### src/rtl/sort_mem_slave_if.sv
// AR/R and AW/W channel bundle between sort_circuit (master) and its memory slave.
// A transfer happens on a rising clock edge where valid && ready are both high.
interface sort_mem_slave_if #(
    parameter int ADDR_WDTH = 4,
    parameter int DATA_WDTH = 32
);
    logic                 ar_valid;
    logic                 ar_ready;
    logic [ADDR_WDTH-1:0] ar_address;
    logic                 r_valid;
    logic                 r_ready;
    logic [DATA_WDTH-1:0] r_data;
    logic                 aw_valid;
    logic                 aw_ready;
    logic [ADDR_WDTH-1:0] aw_address;
    logic                 w_valid;
    logic                 w_ready;
    logic [DATA_WDTH-1:0] w_data;

    modport master (
        output ar_valid, ar_address, r_ready, aw_valid, aw_address, w_valid, w_data,
        input  ar_ready, r_valid, r_data, aw_ready, w_ready
    );

    modport slave (
        input  ar_valid, ar_address, r_ready, aw_valid, aw_address, w_valid, w_data,
        output ar_ready, r_valid, r_data, aw_ready, w_ready
    );
endinterface

### src/rtl/sort_mem_slave.sv
// Word-addressed memory serving sort_circuit: latency-programmable reads,
// independently buffered write address/data, and a host preload/readback port.
module sort_mem_slave #(
    parameter int ADDR_WDTH  = 4,
    parameter int DATA_WDTH  = 32,
    parameter int RD_LATENCY = 1
) (
    input  logic                 clk,
    input  logic                 rst_n,
    sort_mem_slave_if.slave      bus,
    input  logic                 host_we,
    input  logic [ADDR_WDTH-1:0] host_addr,
    input  logic [DATA_WDTH-1:0] host_wdata,
    output logic [DATA_WDTH-1:0] host_rdata,
    output logic                 busy,
    output logic [1:0]           rd_state
);
    localparam int DEPTH = 1 << ADDR_WDTH;
    localparam logic [3:0] WAIT_LOAD = (RD_LATENCY >= 2) ? 4'(RD_LATENCY - 2) : 4'd0;

    if (RD_LATENCY < 1 || RD_LATENCY > 15) begin : g_bad_latency
        $error("sort_mem_slave: RD_LATENCY=%0d outside 1..15", RD_LATENCY);
    end

    typedef enum logic [1:0] {
        R_IDLE = 2'd0,
        R_WAIT = 2'd1,
        R_RESP = 2'd2
    } rd_state_t;

    logic [DATA_WDTH-1:0] mem [DEPTH];

    rd_state_t            state, next_state;
    logic [3:0]           lat_cnt;
    logic [ADDR_WDTH-1:0] rd_addr;
    logic [ADDR_WDTH-1:0] cap_addr;
    logic                 capture;

    logic                 aw_full, w_full;
    logic [ADDR_WDTH-1:0] aw_buf;
    logic [DATA_WDTH-1:0] w_buf;
    logic                 aw_hs, w_hs, commit;

    always_comb begin
        next_state   = state;
        bus.ar_ready = 1'b0;
        bus.r_valid  = 1'b0;
        capture      = 1'b0;
        cap_addr     = rd_addr;
        case (state)
            R_IDLE: begin
                bus.ar_ready = 1'b1;
                if (bus.ar_valid) begin
                    if (RD_LATENCY == 1) begin
                        capture    = 1'b1;
                        cap_addr   = bus.ar_address;
                        next_state = R_RESP;
                    end else begin
                        next_state = R_WAIT;
                    end
                end
            end
            R_WAIT: begin
                if (lat_cnt == 4'd0) begin
                    capture    = 1'b1;
                    next_state = R_RESP;
                end
            end
            R_RESP: begin
                bus.r_valid = 1'b1;
                if (bus.r_ready) next_state = R_IDLE;
            end
            default: next_state = R_IDLE;
        endcase
    end

    // r_data samples mem before any same-edge commit lands: read-before-write.
    always_ff @(posedge clk or negedge rst_n) begin
        if (!rst_n) begin
            state      <= R_IDLE;
            lat_cnt    <= 4'd0;
            rd_addr    <= '0;
            bus.r_data <= '0;
        end else begin
            state <= next_state;
            if (state == R_IDLE && bus.ar_valid) begin
                rd_addr <= bus.ar_address;
                lat_cnt <= WAIT_LOAD;
            end else if (state == R_WAIT && lat_cnt != 4'd0) begin
                lat_cnt <= lat_cnt - 4'd1;
            end
            if (capture) bus.r_data <= mem[cap_addr];
        end
    end

    assign bus.aw_ready = !aw_full;
    assign bus.w_ready  = !w_full;
    assign aw_hs        = bus.aw_valid && !aw_full;
    assign w_hs         = bus.w_valid && !w_full;
    assign commit       = aw_full && w_full;

    // Both buffers are full only on a commit edge, so no new handshake can coincide with it.
    always_ff @(posedge clk or negedge rst_n) begin
        if (!rst_n) begin
            aw_full <= 1'b0;
            w_full  <= 1'b0;
            aw_buf  <= '0;
            w_buf   <= '0;
        end else if (commit) begin
            aw_full <= 1'b0;
            w_full  <= 1'b0;
        end else begin
            if (aw_hs) begin
                aw_full <= 1'b1;
                aw_buf  <= bus.aw_address;
            end
            if (w_hs) begin
                w_full <= 1'b1;
                w_buf  <= bus.w_data;
            end
        end
    end

    // Storage has no reset so the array survives a mid-sort reset.
    always_ff @(posedge clk) begin
        if (commit) begin
            mem[aw_buf] <= w_buf;
        end else if (host_we && !busy) begin
            mem[host_addr] <= host_wdata;
        end
    end

    assign host_rdata = mem[host_addr];
    assign busy       = (state != R_IDLE) || aw_full || w_full;
    assign rd_state   = state;
endmodule

### src/flat_wrapper.sv
// flat-port wrapper written by rule: the top's interface ports become plain ports
module sort_mem_slave_flat 
#(
    parameter int ADDR_WDTH  = 4,
    parameter int DATA_WDTH  = 32,
    parameter int RD_LATENCY = 1
)
  (clk, rst_n, host_we, host_addr, host_wdata, host_rdata, busy, rd_state, bus_ar_valid, bus_ar_address, bus_r_ready, bus_aw_valid, bus_aw_address, bus_w_valid, bus_w_data, bus_ar_ready, bus_r_valid, bus_r_data, bus_aw_ready, bus_w_ready);
  sort_mem_slave_if #(.ADDR_WDTH(ADDR_WDTH), .DATA_WDTH(DATA_WDTH)) bus_i ();
  input  logic clk;
  input  logic rst_n;
  input  logic host_we;
  input  logic [ADDR_WDTH-1:0] host_addr;
  input  logic [DATA_WDTH-1:0] host_wdata;
  output logic [DATA_WDTH-1:0] host_rdata;
  output logic busy;
  output logic [1:0] rd_state;
  input wire logic [$bits(bus_i.ar_valid)-1:0] bus_ar_valid;
  input wire logic [$bits(bus_i.ar_address)-1:0] bus_ar_address;
  input wire logic [$bits(bus_i.r_ready)-1:0] bus_r_ready;
  input wire logic [$bits(bus_i.aw_valid)-1:0] bus_aw_valid;
  input wire logic [$bits(bus_i.aw_address)-1:0] bus_aw_address;
  input wire logic [$bits(bus_i.w_valid)-1:0] bus_w_valid;
  input wire logic [$bits(bus_i.w_data)-1:0] bus_w_data;
  output wire logic [$bits(bus_i.ar_ready)-1:0] bus_ar_ready;
  output wire logic [$bits(bus_i.r_valid)-1:0] bus_r_valid;
  output wire logic [$bits(bus_i.r_data)-1:0] bus_r_data;
  output wire logic [$bits(bus_i.aw_ready)-1:0] bus_aw_ready;
  output wire logic [$bits(bus_i.w_ready)-1:0] bus_w_ready;
  assign bus_i.ar_valid = bus_ar_valid;
  assign bus_i.ar_address = bus_ar_address;
  assign bus_i.r_ready = bus_r_ready;
  assign bus_i.aw_valid = bus_aw_valid;
  assign bus_i.aw_address = bus_aw_address;
  assign bus_i.w_valid = bus_w_valid;
  assign bus_i.w_data = bus_w_data;
  assign bus_ar_ready = bus_i.ar_ready;
  assign bus_r_valid = bus_i.r_valid;
  assign bus_r_data = bus_i.r_data;
  assign bus_aw_ready = bus_i.aw_ready;
  assign bus_w_ready = bus_i.w_ready;
  sort_mem_slave #(.ADDR_WDTH(ADDR_WDTH), .DATA_WDTH(DATA_WDTH), .RD_LATENCY(RD_LATENCY)) u_core (.clk(clk), .rst_n(rst_n), .bus(bus_i), .host_we(host_we), .host_addr(host_addr), .host_wdata(host_wdata), .host_rdata(host_rdata), .busy(busy), .rd_state(rd_state));
endmodule
### config.mk
export PLATFORM = sky130hd
export DESIGN_NAME = sort_mem_slave_flat
export DESIGN_NICKNAME = d
export VERILOG_FILES = /design/src/rtl/sort_mem_slave_if.sv /design/src/rtl/sort_mem_slave.sv /design/src/flat_wrapper.sv
export SDC_FILE = /design/constraint.sdc
export NUM_CORES = 1
export LEC_CHECK = 0
export CORE_MARGIN = 3
export CORE_UTILIZATION = 40
export CTS_BUF_LIST = sky130_fd_sc_hd__clkbuf_2 sky130_fd_sc_hd__clkbuf_4 sky130_fd_sc_hd__clkbuf_8
export CTS_CLUSTER_SIZE = 30
export DETAILED_ROUTE_END_ITERATION = 7
export RECOVER_POWER = 25
export SYNTH_ARGS = -nofsm -noshare
export SYNTH_HDL_FRONTEND = slang
export SYNTH_SLANG_ARGS = --single-unit
export TNS_END_PERCENT = 20
### constraint.sdc
create_clock -name clk -period 3.15 [get_ports clk]
set_input_delay 0.63 -clock clk [delete_from_list [all_inputs] [get_ports clk]]
set_output_delay 0.63 -clock clk [all_outputs]
set_load 0.05 [all_outputs]
==> results <==
- The flow ran to the end, but the final reports show violations.
- The final reports fail on max-capacitance violations, max-slew violations.
- The most common flop cell mapped by yosys is sky130_fd_sc_hd__edfxtp_1.
- Wires add up to 79800 µm.
- The distinct cell type count after synthesis is 44.
- The number of instances in the synthesized netlist is 1675.
- The number of DRC markers after the initial detailed-route iteration is 1563.
- The clock tree root driver cell is sky130_fd_sc_hd__clkbuf_8.
- Cells with a size suffix above 1 make up 29.5% of the layout.
- The count of buffers added by post-CTS timing repair for setup is 0.
- In this run the horizontal extent of the chip is 264 µm.
- The worst reg-to-reg path cell count is 9.
- The data arrival at the endpoint of the critical path is 2.47 ns.
- The largest single stage delay on the critical path is 0.53 ns.
- The die covers 0.0695 mm².
- The final hold violation count came to 0.
- For flop-to-flop paths, the worst setup slack is 0.12 ns.
- The largest net degree at the start of global routing is 52.
- The count of flip-flops with a built-in enable after synthesis is 512.
- After layout, the design draws a total of 24.8 mW.
- For hold timing, the worst endpoint is u_core.w_buf[14]$_DFFE_PN0P_.
- The worst path meets setup with 0.0506 ns of slack.
- From synthesis to final layout, the design area changed by 20.4%.
- The cell type with the highest aggregate area in the netlist is sky130_fd_sc_hd__edfxtp_1.
- Setup repair after global routing left no endpoint under its margin.
- 0 antenna diodes ended up in the layout.
- For this run, the register share of the synthesized area comes to 64.9%.
- After detailed routing, the number of vias per cell comes to 5.95.
- The startpoint of the worst register-to-register path is u_core.rd_state[1]$_DFFE_PN0P_.
- The placed instances occupy a cell area of 0.0301 mm².
- For this configuration, the core starts out at a cell density of 40.8%.
- The mapped netlist covers 0.0266 mm².
- For this run, design rule violations remaining after detail routing come to 0.
- The H-tree depth is 3.
- The number of synthesis warnings is 0.
- After synthesis, the share of flip-flops with an asynchronous set or reset is 12.8%.
- By instance count, the cell type seen most on the critical path is sky130_fd_sc_hd__mux4_2.
- The I/O pin count is 154.
- By count the netlist is led by sky130_fd_sc_hd__edfxtp_1 (512), sky130_fd_sc_hd__nand2_1 (394), sky130_fd_sc_hd__mux4_2 (203).
- Based on the critical path, the design can be clocked at up to 323 MHz.
- For this block, the via count after detailed routing is 16998.
- The final setup violation count is 0.
- The final HPWL from detailed placement is 48300 µm.
- The depth of the worst hold-timing path is 1.
- The final layout contains 2004 nets.
- The maximum buffer depth of the clock tree is 3.
- In this run the critical register-to-register path is captured at u_core.bus.r_data[5]$_DFFE_PN0P_.
- The CTS tree is yes.
- The startpoint type of the worst setup path is an input pin.
- Summed over its instances, the top area cell type makes up 57.9% of the synthesized netlist area.
- The number of global-route vias before repair came to 17493.
- In the final routed layout, each cell accounts on average for 27.9 µm.
- The post-route minimum period is 3.10 ns.
- The standard-cell row count is 93.
- The max-slew violation count was 43.
- The capturing element type of the critical path is a primary output.
- The number of maximum-capacitance violations is 2.
- Dividing the final minimum period by the clock period gives 98.4%.
- The signal on the critical path passes through clkbuf_8 -> buf_12 -> mux4_2 -> mux4_2 -> buf_4.
- The insertion delay to the later sink of the worst-skew pair is 0.69 ns.
- The tightest min-delay check is of the flip-flop to flip-flop type.
- The final-layout setup total negative slack is 0 ns.
- Counting the fill cells in the layout gives 5375.
- The worst clock skew on the final layout is 0.0332 ns.
- The clock net in this run drives a total of 587 sinks.
- The worst ir drop on vdd is 619 µV.
- The initial antenna violation count is 0.
- In the global route stage, overall resource usage came out at 22.7%.
- Timing analysis after detailed placement gives a worst setup slack of -0.0531 ns.
- Measured on the finished design, the core utilization comes to 49.2%.
- The placeable core region is 0.0650 mm².
- When the netlist entered floorplanning its net count stood at 1758.
- Summing all non-filler instances in the final layout gives an area of 0.0320 mm².
- The worst hold path begins at u_core.w_buf[14]$_DFFE_PN0P_.
- The wire length of the first global-routing pass is 116000 µm.
- The cell at the slowest stage of the critical path is sky130_fd_sc_hd__mux4_2.
- The total leakage power is 11.1 nW.
- Ranked by total cell area, the synthesized netlist is headed by sky130_fd_sc_hd__edfxtp_1 (58%), sky130_fd_sc_hd__mux4_2 (17%), sky130_fd_sc_hd__dfrtp_1 (7.1%).
- Along the worst path, the maximum fanout reaches 18.
- Summed over all layers, the global routing overflow is 0.
- Dividing total power by cell area gives a power density of 776 mW/mm².
- The final weighted congestion in routability-driven placement is 0.826.
- The CTS buffer count is 95.
- The worst setup path is of the input pin to primary output kind.
- Port buffering added 152 buffers.
- Measured along the y axis, the die boundary spans 264 µm.
- Data on the critical path is required at its endpoint by 2.52 ns.
- The post-CTS clock slew at the launch and capture registers of the worst setup and hold paths is 0.06 ns.
- The number of synthesized register bits is 587.
- The mean instance size in the synthesized netlist is 15.9 µm².
- The max-slew headroom at the worst pin is -46.6%.
- The post-detailed-route count of antenna-violating nets is 0.
- The first TritonRoute pass finished after 6 iterations.
- The cell with the most instances after synthesis is sky130_fd_sc_hd__edfxtp_1.
- The actual transition at the worst max-transition pin is 2.20 ns.
==> placed cells by master, fill, tap and decap left out, types with 31 or more instances in the layout <==
cell / count
sky130_fd_sc_hd__dlygate4sd3_1: 31
sky130_fd_sc_hd__buf_12: 39
sky130_fd_sc_hd__nand2_1: 394
sky130_fd_sc_hd__mux4_2: 203
sky130_fd_sc_hd__buf_4: 94
sky130_fd_sc_hd__mux2_2: 36
sky130_fd_sc_hd__dfrtp_1: 75
sky130_fd_sc_hd__nand3_1: 86
sky130_fd_sc_hd__clkbuf_4: 40
sky130_fd_sc_hd__mux2i_1: 48
sky130_fd_sc_hd__clkbuf_8: 102
sky130_fd_sc_hd__edfxtp_1: 512
sky130_fd_sc_hd__clkdlybuf4s50_1: 85
==> report_power, final <==
group	total (mW)	leakage, nW	switching [mW]	internal (mW)
Sequential	11.3	5.52	0.578	10.7
Combinational	6.87	4.52	4.59	2.28
Clock	6.66	1.03	3.06	3.60
Total	24.8	11.1	8.23	16.6
==> layout make-up <==
type,instances,area (µm²),area share (%)
flip-flops and latches,587,17300,53.9
multi-input cells,957,8910,27.9
repair buffers,271,2780,8.70
clock buffers,139,1680,5.24
well taps,855,1070,3.34
clock inverters,38,258,0.806
inverters,9,41.3,0.129
==> worst max path at each step <==
| stage | startpoint | end | slack, ns | cells after the start |
|---|---|---|---|---|
| 2_1_floorplan | host_addr[2] | u_core.mem[6][0]$_DFFE_PP_ | -0.36 | 6 |
| 3_3_place_gp | bus_ar_valid | u_core.bus.r_data[13]$_DFFE_PN0P_ | 0.01 | 9 |
| 3_5_place_dp | bus_ar_valid | u_core.bus.r_data[13]$_DFFE_PN0P_ | -0.05 | 9 |
| 4_1_cts | host_addr[0] | host_rdata[5] | 0.002 | 5 |
| 5_1_grt | u_core.rd_state[1]$_DFFE_PN0P_ | u_core.bus.r_data[5]$_DFFE_PN0P_ | 0.003 | 9 |
| 6_report | host_addr[0] | host_rdata[14] | 0.05 | 5 |
==> worst max-delay path: cells and delay by family <==
family                 cells  cell delay [ns]
buffers and inverters      3             0.76
multiplexers               2             1.04
==> layer usage <==
metal | GRT usage, % | up-vias | part of all wire, %
li1 | - | 7153 | -
met1 | 31.1 | 8852 | 41
met2 | 36.9 | 823 | 49
met3 | 3.87 | 170 | 7.6
met4 | 7.94 | 0 | 2.9
met5 | 0 | - | 0
==> metrics by stage <==
| step | cells | hold slack, ns |
|---|---|---|
| 6_report | 2856 | 0.507 |
| 2_1_floorplan | 1675 | 0.334 |
| 3_5_place_dp | 2678 | 0.495 |
| 3_3_place_gp | 2678 | 0.491 |
| 5_1_grt | 2856 | 0.509 |
| 4_1_cts | 2856 | 0.389 |
==> sequential cells by signal, indices dropped and copies added, names as in the netlist <==
name,count
u_core.aw_full,1
u_core.w_buf,32
u_core.mem,512
u_core.bus.r_data,32
u_core.w_full,1
u_core.aw_buf,4
u_core.rd_state,1
u_core.rd_addr,4
==> kinds of logic after synthesis <==
kind of cell	share of synthesized area, %
compound gates	4.22
buf+inv	2.12
flops	64.9
mux	20.7
other cells	0.0141
simple gates	8.04
==> timing repair <==
item | in CTS | in global routing
resized for setup | 2 | 2
setup endpoints to repair | 3 | 4
endpoints found under the hold margin | 19 | 0
hold buffers | 1 | 0
(Power assumes the default switching activity.)
